[config.mk]
export PLATFORM = sky130hd
export DESIGN_NAME = cell_char_sweeper
export DESIGN_NICKNAME = d
export VERILOG_FILES = /design/src/rtl/char_pkg.sv /design/src/rtl/char_sync2.sv /design/src/rtl/cell_char_sweeper.sv
export SDC_FILE = /design/constraint.sdc
export NUM_CORES = 1
export LEC_CHECK = 0
export CAP_MARGIN = 20
export CORE_MARGIN = 3
export CORE_UTILIZATION = 55
export CTS_CLUSTER_DIAMETER = 120
export DETAILED_ROUTE_END_ITERATION = 10
export PLACE_DENSITY = 0.82
export SYNTH_ARGS = -nofsm -noshare
export SYNTH_HDL_FRONTEND = slang
export SYNTH_SLANG_ARGS = --single-unit
[constraint.sdc]
create_clock -name clk -period 3.1 [get_ports clk]
set_input_delay 0.62 -clock clk [delete_from_list [all_inputs] [get_ports clk]]
set_output_delay 0.62 -clock clk [all_outputs]
set_load 0.1 [all_outputs]
[src/rtl/char_pkg.sv]
// char_pkg: shared state encoding, Gray helper and synchronizer depth for the cell sweeper.
`default_nettype none

package char_pkg;

  typedef enum logic [1:0] {
    IDLE   = 2'd0,
    SETTLE = 2'd1,
    SAMPLE = 2'd2,
    DONE   = 2'd3
  } state_t;

  localparam int SYNC_STAGES = 2;

  function automatic logic [31:0] gray(input logic [31:0] i);
    return i ^ (i >> 1);
  endfunction

endpackage

`default_nettype wire

[src/rtl/char_sync2.sv]
// char_sync2: two-flop synchronizer bringing the asynchronous cell output into the clk domain.
`default_nettype none

module char_sync2
  import char_pkg::*;
(
  input  logic clk,
  input  logic rn,
  input  logic d,
  output logic q
);

  logic [SYNC_STAGES-1:0] ff;

  always_ff @(posedge clk or negedge rn) begin
    if (!rn) ff <= '0;
    else     ff <= {ff[SYNC_STAGES-2:0], d};
  end

  assign q = ff[SYNC_STAGES-1];

endmodule

`default_nettype wire

[src/rtl/cell_char_sweeper.sv]
// cell_char_sweeper: steps a library cell through all input vectors and checks it against a truth table.
// Define CHAR_GRAY_ORDER_EN to sweep in Gray order (one input toggle per step) instead of binary.
`default_nettype none

module cell_char_sweeper
  import char_pkg::*;
#(
  parameter int N_IN       = 2,
  parameter int SETTLE_CYC = 4,
  parameter int CW         = 8
) (
  input  logic                 clk,
  input  logic                 rn,
  input  logic                 start,
  input  logic [2**N_IN-1:0]   truth,
  input  logic                 y,
  output logic [N_IN-1:0]      vec,
  output logic                 busy,
  output logic                 done,
  output logic [N_IN:0]        err_cnt,
  output logic [N_IN-1:0]      fail_vec,
  output logic                 fail_valid
);

  state_t          state, state_nxt;
  logic            y_s;
  logic [N_IN-1:0] idx, idx_inc, code_inc;
  logic [CW-1:0]   cnt;
  logic            settled, last, mismatch;

  char_sync2 u_sync (
    .clk (clk),
    .rn  (rn),
    .d   (y),
    .q   (y_s)
  );

  assign idx_inc  = idx + 1'b1;
`ifdef CHAR_GRAY_ORDER_EN
  assign code_inc = N_IN'(gray(32'(idx_inc)));
`else
  assign code_inc = idx_inc;
`endif

  assign settled  = (cnt == CW'(SETTLE_CYC - 1));
  assign last     = (idx == {N_IN{1'b1}});
  // The compare index is the applied vector itself, so Gray order needs no remapping of truth.
  assign mismatch = (y_s != truth[vec]);

  always_ff @(posedge clk or negedge rn) begin
    if (!rn) state <= IDLE;
    else     state <= state_nxt;
  end

  always_comb begin
    state_nxt = state;
    case (state)
      IDLE, DONE: if (start) state_nxt = SETTLE;
      SETTLE:     if (settled) state_nxt = SAMPLE;
      SAMPLE:     state_nxt = last ? DONE : SETTLE;
      default:    state_nxt = IDLE;
    endcase
  end

  always_comb begin
    busy = (state == SETTLE) || (state == SAMPLE);
    done = (state == DONE);
  end

  always_ff @(posedge clk or negedge rn) begin
    if (!rn) begin
      idx        <= '0;
      vec        <= '0;
      cnt        <= '0;
      err_cnt    <= '0;
      fail_vec   <= '0;
      fail_valid <= 1'b0;
    end else begin
      case (state)
        IDLE, DONE: begin
          if (start) begin
            idx        <= '0;
            vec        <= '0;
            cnt        <= '0;
            err_cnt    <= '0;
            fail_vec   <= '0;
            fail_valid <= 1'b0;
          end
        end
        SETTLE: cnt <= cnt + 1'b1;
        SAMPLE: begin
          if (mismatch) begin
            err_cnt <= err_cnt + 1'b1;
            if (!fail_valid) begin
              fail_vec   <= vec;
              fail_valid <= 1'b1;
            end
          end
          if (!last) begin
            idx <= idx_inc;
            vec <= code_inc;
            cnt <= '0;
          end
        end
        default: ;
      endcase
    end
  end

endmodule

`default_nettype wire

==> flow_summary.ini <==
[worst_setup_path]
slowest_stage = mux4_2
cp.required_ns = 3.31
crit_buf_inv = 1
ff2ff_setup_slack_ns = 1.12
cp-start-kind = input pin
r2r-end = err_cnt[0]$_DFFE_PN0P_
slowest_delay_ns = 0.49
endpoint_kind = flip-flop
arrival_ns = 2.43
rr_startpoint = idx[0]$_DFFE_PN0P_
crit_family = multiplexers
cp_cell_sequence = clkdlybuf4s50_1 > mux4_2 > xnor2_2 > a211oi_2 > mux2_4
crit_type = input pin to flip-flop
reg2reg_depth = 4
critPathMaxFanout = 5

[pwr]
swShare = 0.483
comb_power_share = 0.523
seq_power_share = 0.297
p_total_mw = 1.19
irDropWorstVdd_mv = 0.685
power_frac_clock = 0.181
p_leak_nw = 0.623
power_density_mw_per_mm2 = 900
intPower_mw = 0.615
p_switching_mw = 0.574

[layout]
fin_area_mm2 = 0.00132
fill_cells = 129
drive_above_1_share = 0.163
insertedDiodeCount = 0
syn_to_final_growth_pct = 19.8
fin_nets = 139
multi_input_area_um2 = 561
seq_area_um2 = 500

[yosys]
yosys_warnings = 0
synth_area_per_cell_um2 = 10.5
synth.net_count = 120
synth-main-ff-cell = dfrtp_1
ys_seq_area_frac = 0.454
postSynth.asyncResetShare = 1.00
syn_area_mm2 = 0.00110
synth_edf_count = 0
synth.distinct_cells = 36
netlist_instances = 105
synth_seq_cells = 20

[drt]
drt_pass1_iterations = 4
ant_nets = 0
route.detailed.drc = 0
routedWlPerCell_um = 13.6
drtIter0Drc = 10
via_per_inst = 5.53
wirelength_mm = 2.01
vias = 819

[clocking]
clk_pin_slew_worst_paths_ns = 0.12
cts_buffer_depth = 2
cts_tree = done
postCtsSetupBuffers = 0
htreeDepth = 1
clock-sinks = 20
cts_resized = 0
clkLatencyLatePin_ns = 0.31
numCtsBuffers = 3
postCtsHoldBufs = 0
cts-root-buf = clkbuf_4

[placed_design]
dpl_cell_area_mm2 = 0.00127
numPortBuffers = 17
gp_congestion = 0.801
place_worst_setup_slack_ns = 0.543
dp_hpwl_mm = 1.48

[floorplanning]
pin_count = 18
initial_core_util = 0.612
dieArea_mm2 = 0.00258
rows = 15
chipHeight_um = 50.8
fp.dieW_um = 50.8
core_mm2 = 0.00180

[worst_hold_path]
hold_depth = 0
hold_start = u_sync.ff[0]$_DFF_PN0_
hold_end = u_sync.ff[1]$_DFF_PN0_
hold_class = flip-flop to flip-flop

[timing]
worst_slack_ns = 0.883
slew_headroom = 0.403
period_share = 0.715
fin_skew_ns = 0.00702
slew_viol_final = 0
setup_violations = 0
tightest_slew_ns = 0.892
fmax_mhz = 451
grt_setup_unrepaired = no
fin_crit_ns = 2.22
tns_ns = 0
hold_violations = 0

[global_routing]
grt_start_max_net_pins = 21
grt_pass1_vias = 794
antenna_found_initial = 0
grt_first_pass_wirelength_mm = 3.49
grt_overflow = 0
groute.usage.overall = 0.186

[outcome]
status = completed

[job]
maxCapViolCount = 0
==> cell type report <==
| cell class | instances | area share |
|---|---|---|
| tap | 25 | 0.0237 |
| clock buffer | 3 | 0.0171 |
| clock inverter | 1 | 0.0227 |
| inverter | 8 | 0.0227 |
| multi-input combinational | 74 | 0.425 |
| timing repair buffer | 17 | 0.110 |
| sequential | 20 | 0.379 |
==> per-layer routing <==
layer  GRT usage  vias up  wire (µm)
li1            -      408          -
met1       0.230      396        970
met2       0.298       11        929
met3      0.0297        4         53
met4       0.121        0         57
met5           0        -          0
==> registers in the layout, indices dropped and copies added (netlist names) <==
| name | count |
|---|---|
| idx | 2 |
| err_cnt | 3 |
| fail_valid | 1 |
| fail_vec | 2 |
| state | 2 |
| u_sync.ff | 2 |
| cnt | 8 |
==> layout by cell type (no fill, tap or decap), types with 2 or more instances in the layout <==
| cell type | instances |
|---|---|
| o21ai_0 | 7 |
| nor2b_1 | 2 |
| dfrtp_1 | 20 |
| nor4_1 | 2 |
| or3_1 | 2 |
| inv_1 | 8 |
| mux2i_1 | 4 |
| nand4_1 | 2 |
| nor2_1 | 4 |
| xnor2_1 | 4 |
| nand3_1 | 7 |
| clkdlybuf4s50_1 | 7 |
| buf_4 | 10 |
| clkbuf_4 | 3 |
| nand2_1 | 8 |
| ha_1 | 7 |
| a21oi_1 | 2 |
| a211o_1 | 3 |
==> power by group through the flow <==
stage	Combinational [mW]	Clock [mW]	Sequential [mW]
floorplan	0.390	0	0.467
global placement	0.616	0	0.355
detailed placement	0.622	0	0.357
CTS	0.626	0.219	0.352
global route	0.667	0.231	0.362
finish	0.621	0.215	0.353
==> Yosys cell counts (all sizes together) (2+ instances only) <==
cell type,instances,share of area
a211o,3,0.024
a21oi,2,0.0091
clkbuf,3,0.010
dfrtp,20,0.45
ha,7,0.079
inv,8,0.027
mux2i,4,0.036
nand2,8,0.027
nand3,7,0.032
nand4,2,0.011
nor2,4,0.014
nor2b,2,0.011
nor3,2,0.014
nor4,2,0.011
o21ai,7,0.032
or3,2,0.011
xnor2,5,0.047
==> stage by stage <==
stage / utilization / std cells / hold slack, ns
2_1_floorplan: - / 105 / 0.324
3_3_place_gp: 0.703 / 144 / 0.336
3_5_place_dp: 0.703 / 144 / 0.356
4_1_cts: 0.733 / 148 / 0.384
5_1_grt: 0.733 / 148 / 0.390
6_report: 0.733 / 148 / 0.378
==> worst max path at each step <==
stage | from | endpoint | slack [ns] | cells past startpoint
2_1_floorplan | idx[0]$_DFFE_PN0P_ | err_cnt[0]$_DFFE_PN0P_ | 0.55 | 4
3_3_place_gp | truth[3] | err_cnt[0]$_DFFE_PN0P_ | 0.58 | 5
3_5_place_dp | truth[3] | err_cnt[0]$_DFFE_PN0P_ | 0.54 | 5
4_1_cts | truth[3] | err_cnt[0]$_DFFE_PN0P_ | 0.89 | 5
5_1_grt | truth[3] | err_cnt[0]$_DFFE_PN0P_ | 0.83 | 5
6_report | truth[1] | err_cnt[0]$_DFFE_PN0P_ | 0.88 | 5
==> cells by family after synthesis <==
logic type / Yosys count / synth area share
AOI/OAI and AO/OA: 16 / 0.0976
xor gates and xnor gates: 6 / 0.0545
adders and majority gates: 7 / 0.0795
buffers and inverters: 11 / 0.0375
DFF: 20 / 0.454
muxes: 6 / 0.0704
and+or+nand+nor: 39 / 0.207
Power figures use the tool's default switching activity.
